--- src/rtl/rc4_pkg.sv ---
// rtl/rc4_pkg.sv - shared types and defaults for the RC4 decrypt stages
package rc4_pkg;

    // Width of one S-memory entry and of its address (256 entries).
    localparam int S_W = 8;

    // Defaults for the message being decrypted.
    localparam int MSG_LEN_DEF = 32;
    localparam int ADDR_W_DEF  = 5;

    typedef enum logic [3:0] {
        ST_IDLE,
        ST_RD_SI,
        ST_CAP_SI,
        ST_RD_SJ,
        ST_CAP_SJ,
        ST_WR_SI,
        ST_WR_SJ,
        ST_RD_F,
        ST_CAP_F,
        ST_WR_OUT,
        ST_DONE
    } rc4_state_e;

endpackage

--- src/rtl/rc4_compute.sv ---
// rtl/rc4_compute.sv - RC4 keystream generation and XOR decrypt into result RAM
//
// Walks MSG_LEN bytes: swaps S[i]/S[j], reads S[S[i]+S[j]] and writes
// keystream ^ ROM byte into the result RAM. 9 cycles per byte.
//
// Ports:
//   clk, reset_n          clock, asynchronous active-low reset
//   compute_start         level request, held high for the whole stage
//   compute_complete      high while in DONE
//   address_compute/data_compute/wren_compute/s_q   S-memory port
//   rom_address/rom_q     encrypted-message ROM port
//   ram_address/ram_data/ram_wren                   result RAM write port
module rc4_compute
    import rc4_pkg::*;
#(
    parameter int MSG_LEN = MSG_LEN_DEF,
    parameter int ADDR_W  = ADDR_W_DEF
) (
    input  logic              clk,
    input  logic              reset_n,
    input  logic              compute_start,
    output logic              compute_complete,
    output logic [S_W-1:0]    address_compute,
    output logic [S_W-1:0]    data_compute,
    output logic              wren_compute,
    input  logic [S_W-1:0]    s_q,
    output logic [ADDR_W-1:0] rom_address,
    input  logic [S_W-1:0]    rom_q,
    output logic [ADDR_W-1:0] ram_address,
    output logic [S_W-1:0]    ram_data,
    output logic              ram_wren
);

    localparam logic [ADDR_W-1:0] K_LAST = ADDR_W'(MSG_LEN - 1);

    rc4_state_e     state, state_nxt;
    logic [S_W-1:0] i, j, si, sj, f;
    logic [ADDR_W-1:0] k;

    always_ff @(posedge clk or negedge reset_n) begin
        if (!reset_n) begin
            state <= ST_IDLE;
            i     <= '0;
            j     <= '0;
            si    <= '0;
            sj    <= '0;
            f     <= '0;
            k     <= '0;
        end else begin
            state <= state_nxt;
            case (state)
                ST_IDLE: begin
                    if (compute_start) begin
                        i <= '0;
                        j <= '0;
                        k <= '0;
                    end
                end
                ST_RD_SI:  i  <= i + 1'b1;
                ST_CAP_SI: begin
                    si <= s_q;
                    j  <= j + s_q;
                end
                ST_CAP_SJ: sj <= s_q;
                ST_CAP_F:  f  <= s_q;
                ST_WR_OUT: k  <= k + 1'b1;
                default: ;
            endcase
        end
    end

    always_comb begin
        state_nxt = state;
        case (state)
            ST_IDLE: if (compute_start) state_nxt = ST_RD_SI;
            ST_DONE: if (!compute_start) state_nxt = ST_IDLE;
            default: begin
                // Dropping the request mid-byte abandons the stage.
                if (!compute_start) begin
                    state_nxt = ST_IDLE;
                end else begin
                    case (state)
                        ST_RD_SI:  state_nxt = ST_CAP_SI;
                        ST_CAP_SI: state_nxt = ST_RD_SJ;
                        ST_RD_SJ:  state_nxt = ST_CAP_SJ;
                        ST_CAP_SJ: state_nxt = ST_WR_SI;
                        ST_WR_SI:  state_nxt = ST_WR_SJ;
                        ST_WR_SJ:  state_nxt = ST_RD_F;
                        ST_RD_F:   state_nxt = ST_CAP_F;
                        ST_CAP_F:  state_nxt = ST_WR_OUT;
                        ST_WR_OUT: state_nxt = (k == K_LAST) ? ST_DONE : ST_RD_SI;
                        default:   state_nxt = ST_IDLE;
                    endcase
                end
            end
        endcase
    end

    // k only moves at the end of WR_OUT, so the ROM read has settled well
    // before the next WR_OUT samples rom_q.
    assign rom_address = k;

    always_comb begin
        address_compute  = '0;
        data_compute     = '0;
        wren_compute     = 1'b0;
        ram_address      = '0;
        ram_data         = '0;
        ram_wren         = 1'b0;
        compute_complete = 1'b0;
        case (state)
            ST_RD_SI: address_compute = i + 1'b1;
            ST_RD_SJ: address_compute = j;
            ST_WR_SI: begin
                address_compute = i;
                data_compute    = sj;
                wren_compute    = 1'b1;
            end
            ST_WR_SJ: begin
                address_compute = j;
                data_compute    = si;
                wren_compute    = 1'b1;
            end
            // si/sj still hold the values read before the swap.
            ST_RD_F: address_compute = si + sj;
            ST_WR_OUT: begin
                ram_address = k;
                ram_data    = f ^ rom_q;
                ram_wren    = 1'b1;
            end
            ST_DONE: compute_complete = 1'b1;
            default: ;
        endcase
    end

endmodule

--- config.mk ---
export PLATFORM = sky130hd
export DESIGN_NAME = rc4_compute
export DESIGN_NICKNAME = d
export VERILOG_FILES = /design/src/rtl/rc4_pkg.sv /design/src/rtl/rc4_compute.sv
export SDC_FILE = /design/constraint.sdc
export NUM_CORES = 1
export LEC_CHECK = 0
export CORE_MARGIN = 2
export CORE_UTILIZATION = 45
export DETAILED_ROUTE_END_ITERATION = 6
export PLACE_DENSITY_LB_ADDON = 0.1
export SYNTH_ARGS = -nofsm -noshare
export SYNTH_HDL_FRONTEND = slang
export SYNTH_SLANG_ARGS = --single-unit
--- constraint.sdc ---
create_clock -name clk -period 2.28 [get_ports clk]
set_clock_uncertainty 0.2 [all_clocks]
set_input_delay 0.228 -clock clk [delete_from_list [all_inputs] [get_ports clk]]
set_output_delay 0.228 -clock clk [all_outputs]
set_load 0.02 [all_outputs]
==> key figures, run 1 <==
Worst setup path
  • Worst setup SP type: register
  • Critical path capture point type: output port
  • Worst Path Max Fanout: 2
  • Slowest cell on crit path: dfrtp_1
  • Most used cell, CP: buf_6
  • Crit path launch: si[0]
  • Critical path start-end classification: register to output port
  • Crit path DAT: roughly 2300 ps
  • CP delay by family, top: adder cells
  • Req. time, crit path: around 1900 ps
  • Cell Chain, Critical Path: ha_2 > fa_2 > buf_4 > buf_6 > xor2_1 > a221oi_2 > nand2_1 > buf_6
  • Max stage delay on crit path: between 400 and 500 ps
  • Worst Path Buf+Inv: 3
  • Worst r2r src: state[0]

Timing
  • Slew Viols, Final: 0
  • Worst slew pin tran: approximately 640 ps
  • RSZ-0062 raised after global routing: yes
  • Final setup violation count: 9
  • Final worst slack: -400 ps
  • Final hold viol count: 0
  • Tcrit/Tclk final: 118%
  • Relative slew slack: ~57%
  • Total negative setup slack: -1750 ps
  • Post-route minimum period: about 2700 ps
  • F_max: between 0.3 and 0.4 GHz

Power and ir drop
  • Pwr Density: 781 nW/um^2
  • Pleak: around 2.3 nW
  • Worst vdd ir: ~0.44 mV
  • Tot Pwr: approximately 3.7 mW

Finish
  • Fin util: between 60% and 70%
  • Share of post-route cells with drive strength above 1: about 37%
  • Layout Nets: 530
  • P&R area growth vs syn: 50.2%
  • Final Non-Filler Cells: just under 600
  • ANT cells: 0

Floorplan
  • Die area: 7750 sq um
  • Cell row count: 30
  • Die height: 88.0 um
  • Die W: 88.0 um
  • Initial core utilization: approximately 47%
  • Core region area: slightly below 7000 sq um
  • Top-Level Pins: 56

Synthesis
  • Syn_area_per_cell: ~9 sq um
  • Synth Cell Area: between 3000 and 4000 sq um
  • Post-synth EDFFs: 0
  • XOR/XNOR share of the synthesized area: ~5.2%
  • Syn Inst Count: between 300 and 400
  • YS warnings: 0
  • Flops & latches, synth: between 40 and 50
  • FFs w/ async S/R, synth: between 90% and 100%
  • Main synth FF type: dfrtp_1
  • Unique cell type count in the Yosys netlist: 50
  • Register area share after synthesis: 38.6%
  • Adder-Cell Fraction of Synth Area: under 10%
  • Syn Nets: 382
  • Post-synthesis simple-gate area fraction: 21.1%
  • Compound-cell area share of the yosys netlist: 19.3%
  • Post-synthesis mux area share: 5.98%
  • Largest family of logic cells by synthesized area: simple AND/OR/NAND/NOR gates

CTS
  • CTS H-tree lvls: 2
  • Num CTS Buffers: 5
  • Clk_lat worst skew: 310 ps
  • Clk pin slew, worst setup/hold paths: around 100 ps
  • Clock sink total: a little under 50
  • CTS root buffer: clkbuf_8
  • Worst-case clock buffer depth: 2
  • CTS tree: done

Global route
  • Vias in the first global route: 3000
  • GRT overflow: 0
  • Pin count of the biggest net entering global routing: 50
  • First-pass GRT wire length: ~15000 um
  • Overall Global Routing Usage: 24.7%
  • Antenna violations before repair: 0

Flow run
  • MaxCap Viol Count: 0

Worst hold path
  • Min-delay worst type: register to register
  • Hold Path Origin: i[7]

Route
  • Routed Antenna Nets: 0
  • DR vias: approximately 3.1k
  • 1st-pass router iterations: 4
  • Vias per cell: between 5 and 6
  • Starting DRT DRC Count: ~120
  • Final WL: 9120 um
  • Drt drc: 0
  • DR WL/cell: around 15 um

Placement
  • Post-detail-place hpwl: just under 7000 um
  • Gpl congestion: between 0.8 and 0.9
  • Port Buffer Count: 55
  • DP Cell Count: about 570

Run status
  • Violated checks: negative setup slack
  • Status: finished, violations left
==> state kept, by name, indices dropped and copies added, names as in the netlist <==
register,flops
f,8
i,8
j,8
si,8
sj,8
rom_address,5
state,4
==> cells in the final DEF, fill, tap and decap left out, types with 14 or more instances in the layout <==
master / instances
nor2_1: 25
buf_6: 16
clkdlybuf4s50_1: 22
mux2_2: 16
buf_4: 99
o21ai_0: 25
dfrtp_1: 49
a22o_1: 14
ha_1: 14
nand2_1: 46
==> stage by stage <==
stage          hold WS [ps]  area, sq um  worst slack, ps
2_1_floorplan          -268         3180            0.628
3_3_place_gp            185         4490             -497
3_5_place_dp            186         4490             -582
4_1_cts                 319         4640             -387
5_1_grt                 364         4770             -514
6_report                314         4770             -400
==> kinds of logic (layout without fill, tap and decap cells) <==
kind of cell               count (synthesis)  after routing
muxes                                     17             17
xor gates and xnor gates                  19             19
buffers and inverters                     15            164
AOI/OAI and AO/OA                         93             93
and+or+nand+nor                          132            132
adders and majority gates                 19             19
DFF                                       49             49
==> routing by layer <==
layer	part of all wire (%)	up-vias	track usage [%]	routed length [um]
met5	0	-	0	0
li1	-	1554	-	-
met4	1.1	0	6.06	102
met3	3.2	6	3.11	292
met1	46	1486	34.2	4160
met2	50	51	41.2	4570
==> synthesized netlist by cell type, drive strengths merged (4+ instances only) <==
cell type | number | share of area, %
a21oi | 16 | 2.5
nand2 | 46 | 5.4
o21ai | 30 | 4.7
a211oi | 4 | 0.94
and2 | 6 | 1.2
mux2 | 16 | 5.7
nor3b | 6 | 1.4
dfrtp | 49 | 39
xor2 | 6 | 1.7
nor3 | 8 | 1.6
xnor2 | 13 | 3.6
ha | 17 | 6.7
nand2b | 14 | 3.0
clkbuf | 10 | 1.2
a21o | 8 | 1.9
a22o | 14 | 3.9
nor2 | 28 | 3.3
==> timing repair <==
item	4_1_cts	5_1_grt
gates resized for setup	160	30
pin swaps	7	22
endpoints found under the setup margin	32	27
hold buffers	1	0
hold endpoints to repair	49	0
setup buffers	3	5
==> cell type report <==
cell class / instances / area [sq um]
clock buffers: 5 / 68.8
clock inverters: 3 / 26.3
fillers: 575 / 2060
inverters: 2 / 12.5
multi-input cells: 280 / 2050
flip-flops and latches: 49 / 1230
well taps: 96 / 120
repair buffers: 154 / 1270
==> where the power goes <==
| part | internal, mW | total, mW | switching (mW) |
|---|---|---|---|
| logic | 1.06 | 1.93 | 0.872 |
| registers | 1.05 | 1.25 | 0.195 |
| clock network | 0.224 | 0.551 | 0.326 |
==> worst paths after layout <==
check / end / cells after the start / slack [ps]
worst max register to register: j[7] / 6 / 80
worst min register to register: i[7] / 1 / 310
worst min-delay path: i[7] / 1 / 310
worst max-delay path: address_compute[2] / 8 / -400
max in group asynchronous: j[0] / 3 / 1090
min in group asynchronous: sj[5] / 3 / 350
==> worst reg2reg max path, delay by kind of cell, from the launching register on <==
family,cells,cell delay (ps)
compound gates,2,300
buf+inv,1,170
simple gates,3,1040
flops,1,430
(Power assumes the default switching activity.)
==> inputs of run 2 (changes only) <==
Settings changed: REMOVE_ABC_BUFFERS set to 1.
==> run 2 against run 1 <==
  * Critical endpoint is now address_compute[6]
  * The flow still finishes with violations (negative setup slack)
  * Via count grew 1.4%
  * Global-route usage shrank 0.46 points
  * Cell count shrank 0.68%
  * Design area shrank 1.9%
  * Worst hold slack lost 84 ps
  * Critical path type unchanged
  * Routed wire length shrank 1.6%
  * Non-clock buffer count shrank 4
  * Clock power grew 2%
==> key figures, run 2 (synthesis results as in run 1) <==
Run status
  • Status: finished, violations left
  • Violated checks: negative setup slack

Timing
  • Post-route minimum period: around 2600 ps
  • Total negative setup slack: -2580 ps
  • Final hold viol count: 0
  • Slew Viols, Final: 0
  • Tcrit/Tclk final: 115%
  • Relative slew slack: around 77%
  • Worst slew pin tran: about 350 ps
  • F_max: approximately 0.38 GHz
  • RSZ-0062 raised after global routing: yes
  • Final worst slack: -347 ps
  • Final setup violation count: 15

Placement
  • Port Buffer Count: between 50 and 60
  • Gpl congestion: roughly 0.84
  • Post-detail-place hpwl: between 6000 and 7000 um

Worst setup path
  • Critical path start-end classification: register to output port
  • Slowest cell on crit path: dfrtp_1
  • RR Endpoint: j[7]
  • Max stage delay on crit path: approximately 400 ps
  • Register-to-Register Path Depth: 7
  • Cell Chain, Critical Path: ha_2 > fa_2 > a21o_1 > a21oi_2 > buf_4 > nor4bb_4 > a21oi_2 > o221ai_2 > buf_4
  • Worst r2r src: state[0]
  • Critical path capture point type: output port
  • Worst Path Max Fanout: 2
  • Worst setup SP type: register
  • R2R setup slack: approximately 80 ps
  • Req. time, crit path: about 1900 ps
  • Crit path DAT: ~2200 ps

Finish
  • Most frequent cells in the layout: 94 x buf_4, 49 x dfrtp_1, 46 x nand2_1
  • ANT cells: 0
  • P&R area growth vs syn: 47.3%
  • Layout Nets: roughly 530
  • Commonest non-fill, non-tap cell in the layout: buf_4
  • Fin util: 68.5%
  • Share of post-route cells with drive strength above 1: a little over a third

Power and ir drop
  • Sequential share of power: about a third
  • Combinational cell fraction of total power: 51.9%
  • Sw Share: a little over a third
  • Clock network power share: between 10% and 20%
  • Sw Pwr: about 1.4 mW
  • Pleak: 2.26 nW
  • Pwr Density: 794 nW/um^2
  • Worst vdd ir: 0.508 mV
  • Internal: around 2.4 mW

Route
  • Routed Antenna Nets: 0
  • DR vias: between 3k and 4k
  • Vias per cell: approximately 5.4
  • DR WL/cell: 15.3 um
  • 1st-pass router iterations: 4
  • Final WL: approximately 9000 um
  • Starting DRT DRC Count: 128
  • Drt drc: 0

Global route
  • Pin count of the biggest net entering global routing: 50
  • First-pass GRT wire length: around 15000 um
  • Vias in the first global route: 3030
  • Overall Global Routing Usage: 24.2%
  • Antenna violations before repair: 0
  • GRT overflow: 0

Floorplan
  • Die area: 7750 sq um
  • Initial core utilization: ~47%
  • Cell row count: 30
  • Top-Level Pins: 56
  • Die W: between 80 and 90 um
  • Die height: between 80 and 90 um
  • Core region area: between 6000 and 7000 sq um

Flow run
  • MaxCap Viol Count: 0

CTS
  • Clk_lat worst skew: 310 ps
  • Clock sink total: around 50
  • CTS H-tree lvls: 2
  • CTS tree: done
  • CTS root buffer: clkbuf_8
  • Clk pin slew, worst setup/hold paths: 90 ps
  • Worst-case clock buffer depth: 2
  • Num CTS Buffers: 5

Worst hold path
  • Min-delay worst type: input port to async pin
==> run 2: area by class of cell <==
cell class                 count  area (sq um)
sequential                    49          1230
inverter                       2          11.3
clock buffer                   6          82.6
clock inverter                 2          16.3
tap                           96           120
multi-input combinational    280          2000
fill                         572          2150
timing repair buffer         150          1230
==> run 2: how the worst max path moves through the flow <==
| stage | cells after the start | to | start | slack [ps] |
|---|---|---|---|---|
| finish | 9 | address_compute[6] | si[0] | -350 |
| global route | 9 | address_compute[6] | si[0] | -470 |
| CTS | 9 | address_compute[6] | sj[0] | -370 |
| detailed placement | 8 | address_compute[6] | si[0] | -570 |
| global placement | 8 | address_compute[6] | si[0] | -530 |
| floorplan | 7 | address_compute[6] | si[0] | -110 |
==> run 2: per-stage QoR <==
step	hold WS (ps)	setup slack, ps	area (sq um)	total power, mW	instances
after floorplan	-268	-109	3130	2.13	331
after CTS	247	-372	4580	3.58	581
final	230	-347	4680	3.72	585
after detailed placement	33.7	-565	4460	2.92	567
after global placement	36.6	-527	4460	2.86	567
after global routing	276	-468	4680	3.99	585
==> run 2: repair_timing <==
item,CTS,global route
pin swaps,10,10
hold endpoints to repair,49,0
buffers inserted,5,6
setup endpoints to repair,32,32
resized for setup,118,25
hold buffers,1,0
==> run 2: power groups by stage <==
stage | sequential [mW] | combinational (mW) | clock [mW]
2_1_floorplan | 1.21 | 0.923 | 0
3_3_place_gp | 1.22 | 1.64 | 0
3_5_place_dp | 1.23 | 1.69 | 0
4_1_cts | 1.22 | 1.79 | 0.575
5_1_grt | 1.24 | 2.13 | 0.613
6_report | 1.23 | 1.93 | 0.563
==> run 2: worst max-delay path, delay by kind of cell (launching register included) <==
kind	cells	cell delay, ps
AOI/OAI and AO/OA	4	580
adders and majority gates	2	540
buffers and inverters	2	330
DFF	1	400
and+or+nand+nor	1	40
==> run 2: metal layers <==
metal,GRT usage [%],wire length [um]
met1,34.2,4060
met2,39.8,4560
met3,3.02,236
met4,5.92,119
met5,0,0
==> inputs of run 3 (changes only) <==
Settings changed: CORE_UTILIZATION 45 to 53, PLACE_DENSITY set to 0.8, PLACE_DENSITY_LB_ADDON 0.1 to unset.
==> run 3 against run 2 <==
  * The flow still finishes with violations (negative setup slack)
  * Sequential power barely moved
  * Fmax fell by 3.8%
  * Worst hold slack got worse by 9.2 ps
  * Cell count fell by 3.9%
  * Design area fell by 0.35%
  * Die area fell by 14%
  * Clock power rose by 20%
  * Clock-buffer cell count did not move
  * First-iteration DRC count rose to 2.6 times the previous value
  * Total power rose by 8.6%
  * Highest routed layer unchanged
==> key figures, run 3 (synthesis results as in run 1) <==
Run status
  • Status: finished, violations left
  • Violated checks: negative setup slack

Worst hold path
  • Min-delay worst type: input port to async pin

CTS
  • Clock sink total: a little under 50
  • Clk_lat worst skew: about 320 ps
  • CTS root buffer: clkbuf_8
  • Worst-case clock buffer depth: 2
  • Clk pin slew, worst setup/hold paths: approximately 100 ps
  • Num CTS Buffers: 5
  • CTS tree: done
  • CTS H-tree lvls: 2

Global route
  • GRT overflow: 0
  • Pin count of the biggest net entering global routing: 29
  • Vias in the first global route: about 3.3k
  • Antenna violations before repair: 0
  • First-pass GRT wire length: around 16000 um
  • Overall Global Routing Usage: roughly 32%

Power and ir drop
  • Sw Pwr: about 1.5 mW
  • Sequential share of power: between 30% and 40%
  • Combinational cell fraction of total power: between 50% and 60%
  • Clock network power share: around 17%
  • Pleak: 2.27 nW
  • Worst vdd ir: just under 0.6 mV
  • Internal: between 2 and 3 mW
  • Sw Share: 38.0%
  • Pwr Density: 866 nW/um^2

Floorplan
  • Die area: around 6600 sq um
  • Cell row count: 28
  • Top-Level Pins: between 50 and 60
  • Die W: 81.4 um
  • Die height: between 80 and 90 um
  • Initial core utilization: 54.3%
  • Core region area: around 5900 sq um

Finish
  • P&R area growth vs syn: 46.8%
  • Final instance area: between 4000 and 5000 sq um
  • Most frequent cells in the layout: 92 x buf_4, 49 x dfrtp_1, 46 x nand2_1
  • Commonest non-fill, non-tap cell in the layout: buf_4
  • ANT cells: 0
  • Layout Nets: approximately 520
  • Fill cells: ~370
  • Final Non-Filler Cells: approximately 560
  • Share of post-route cells with drive strength above 1: a little over a third

Timing
  • Worst slew pin tran: slightly below 600 ps
  • Tcrit/Tclk final: 120%
  • Post-route minimum period: between 2000 and 3000 ps
  • RSZ-0062 raised after global routing: yes
  • Final setup violation count: 7
  • Relative slew slack: 61.4%
  • Final hold viol count: 0
  • Slew Viols, Final: 0
  • Final worst slack: -450 ps
  • F_max: about 0.37 GHz
  • Final hold slack: around 220 ps

Placement
  • Post-detail-place hpwl: 7190 um
  • Gpl congestion: 0.871
  • DP Cell Count: between 500 and 600
  • Dpl cell area: approximately 4400 sq um
  • Port Buffer Count: 55
  • Setup slack at placement: -566 ps

Route
  • DR WL/cell: 19.1 um
  • Vias per cell: 6.06
  • Final WL: about 11000 um
  • Routed Antenna Nets: 0
  • Drt drc: 0
  • Starting DRT DRC Count: roughly 340
  • 1st-pass router iterations: 5
  • DR vias: 3406

Worst setup path
  • Max stage delay on crit path: approximately 400 ps
  • Worst Path Buf+Inv: 3
  • Slowest cell on crit path: dfrtp_1
  • Cell Chain, Critical Path: ha_2 > fa_2 > a21o_1 > a21oi_2 > buf_4 > buf_4 > xor2_1 > o211ai_1 > buf_4
  • Worst setup SP type: register
  • Worst Path Max Fanout: 2
  • Most used cell, CP: buf_4
  • CP delay by family, top: compound AO/OA/AOI/OAI gates
  • Critical path capture point type: output port
  • Critical path start-end classification: register to output port
  • Req. time, crit path: approximately 1900 ps
  • R2R setup slack: around 70 ps
  • Crit path DAT: around 2300 ps

Flow run
  • MaxCap Viol Count: 0
==> run 3: area by class of cell <==
class                      count  area (sq um)  share of cell area [%]
multi-input combinational    280          2040                    43.8
clock buffer                   6          82.6                    1.77
inverter                       2          8.76                   0.188
clock inverter                 2          37.5                   0.805
tap                           75          93.8                    2.01
timing repair buffer         148          1170                    25.1
sequential                    49          1230                    26.3
==> run 3: timing repair <==
action                     4_1_cts  5_1_grt
gates resized for setup        138       31
gates cloned                     0        0
setup endpoints to repair       33       31
setup buffers                    3        2
hold endpoints to repair        21        0
pin swaps                       11        7
hold buffers                     1        0
==> run 3: per-layer routing <==
metal  wire length, um  GRT usage (%)  share of wire [%]  up-vias
met1              4100           37.8                 38     1654
met4               529           14.7                4.9        0
li1                  -              -                  -     1535
met2              5470           57.3                 51      169
met3               664           5.05                6.2       48
met5                 0              0                  0        -
==> run 3: metrics by stage <==
step	setup TNS (ps)	util, %	power, mW
5_1_grt	-2240	79.7	4.22
2_1_floorplan	-234	-	2.13
3_3_place_gp	-3320	76.0	2.84
3_5_place_dp	-4670	76.0	2.95
4_1_cts	-1370	79.8	3.78
6_report	-1790	79.7	4.04
==> run 3: power by group through the flow <==
stage	logic, mW	registers [mW]	clock network [mW]
CTS	1.89	1.22	0.665
floorplan	0.923	1.21	0
global placement	1.62	1.22	0
global route	2.24	1.26	0.716
finish	2.11	1.25	0.676
detailed placement	1.72	1.24	0
==> run 3: worst reg2reg max path, delay by kind of cell, from the launching register on <==
family                 cells  cell delay, ps
AOI/OAI and AO/OA          3             660
buffers and inverters      3             490
and+or+nand+nor            1             410
DFF                        1             400
==> run 3: path summary, 6_finish.rpt <==
| path | start | end | cells past startpoint |
|---|---|---|---|
| worst min-delay path | reset_n | si[0] | 2 |
| min in group clk | i[7] | i[7] | 1 |
| worst min register to register | i[7] | i[7] | 1 |
| worst max-delay path | sj[0] | address_compute[4] | 9 |
| worst max register to register | state[3] | j[7] | 7 |
| max in group asynchronous | reset_n | state[3] | 3 |
==> edit: new RTL, config.mk and constraints of run 2 <==
Change the package constant `ADDR_W_DEF` from 5 to 4.
--- a/src/rtl/rc4_pkg.sv
+++ b/src/rtl/rc4_pkg.sv
@@ -7,5 +7,5 @@
     // Defaults for the message being decrypted.
     localparam int MSG_LEN_DEF = 32;
-    localparam int ADDR_W_DEF  = 5;
+    localparam int ADDR_W_DEF  = 4;
 
     typedef enum logic [3:0] {
Interface: changed (resized ram_address and rom_address); port bits go from 56 to 54. No check against the original RTL was run, so the function may have changed too.
==> edit against run 2 <==
The run still ends with negative setup slack left; die area increased by 0.23%; sequential cell count decreased by 1; cell area increased by 1.0%; via count decreased by 1.2%; combinational power increased by 6%; non-clock buffer count increased by 5; total power increased by 2.7%; wire length decreased by 0.23%; first-iteration DRC count increased by 4.7%; synthesized area increased by 0.24%; worst setup slack improved by 29 ps; core utilization increased by 0.71 points; critical path type unchanged; highest routed layer unchanged.
==> edit: results (changes against run 2) <==
Yosys
  • Area contributors post-synth: dfrtp_1, ha_1, nand2_1
  • Avg Cell Area, Syn: 9.180 sq um (-0.63%)
  • Most common cell in the netlist: nand2_1
  • Most frequent cells after synthesis: nand2_1, dfrtp_1, o21ai_0
  • Netlist cell types: 53 (+6.0%)
  • Synth Area in Compound Gates: 0.1862 (-0.007133)
  • XOR/XNOR Fraction of Synth Area: 0.05224 (-0.0001234)
  • Flops & latches, synth: 48 (-2.0%)

Outcome
  • Status: finished, violations left
  • Failing checks: negative setup slack

Critical path
  • Arr. time, crit path: 2170 ps (-30 ps)
  • R2R Setup Slk: 120 ps (+40 ps)
  • CP max stage delay: 370 ps (-30 ps)
  • CP delay by family, top: adder cells
  • R2R cell count: 6 (-1)

Worst hold path
  • Min-Delay Path Class: reg -> reg

GRT
  • Vias in the first global route: 3017 (-0.43%)
  • Total GRT Usage: 0.2402 (-0.001681)
  • First-pass GRT wire length: 14520 microns (-1.0%)

Clock tree
  • Post-CTS Setup Bufs: 6 (+1)
  • CTS resizes: 106 (-10%)

Final layout
  • Invs w/o clock: 9 (+7)
  • Clk cell area share: 0.01878 (-0.002334)
  • Multi-input combinational area share: 0.4322 (+0.005115)
  • Fillers: 575 (+0.52%)
  • NonClk Buf Share: 0.2621 (about the same)
  • Share of cells above drive strength 1: 0.3783 (+0.02858)

Placement
  • DP Worst Slack: -472.4 ps (+93.09 ps)
  • DP Cell Count: 573 (+1.1%)
  • PortBufs: 53 (-3.6%)
  • RePlAce Congestion: 0.8606 (+2.9%)

Drt
  • Initial DRC Count: 134 (+4.7%)
  • Via-to-Cell Ratio: 5.231 (-2.6%)
  • Total Wirelength: 8955 microns (-0.23%)

STA
  • Relative slew slack: 0.5716 (-0.1942)
  • Final setup margin: -318.1 ps (+29.04 ps)
  • Final Setup Violations: 7 (-8)

Pwr
  • Peak VDD IR: 358.9 uV (-29%)
==> edit: cell types whose count changed after synthesis, sizes merged, moves of 4 or more <==
cell and change:
nand3 +6, nand2b -8, nor3 +4, clkbuf -5, buf +5, nor2b +4, and2 -6, nand2 +4
inv +8, nor2 -6, and3 +4
==> edit: power by group <==
part	switching (mW)	internal, mW	total, mW
sequential	0.195	1.05	1.24
clock	0.314	0.219	0.533
combinational	0.908	1.13	2.04
total	1.42	2.40	3.82
==> edit: layer usage <==
| layer | GRT usage | part of all wire | wire [microns] |
|---|---|---|---|
| met1 | 0.3220 | 0.46 | 4154 |
| met2 | 0.4208 | 0.50 | 4511 |
| met3 | 0.02828 | 0.024 | 215 |
| met4 | 0.04821 | 0.0082 | 73 |
| met5 | 0 | 0 | 0 |
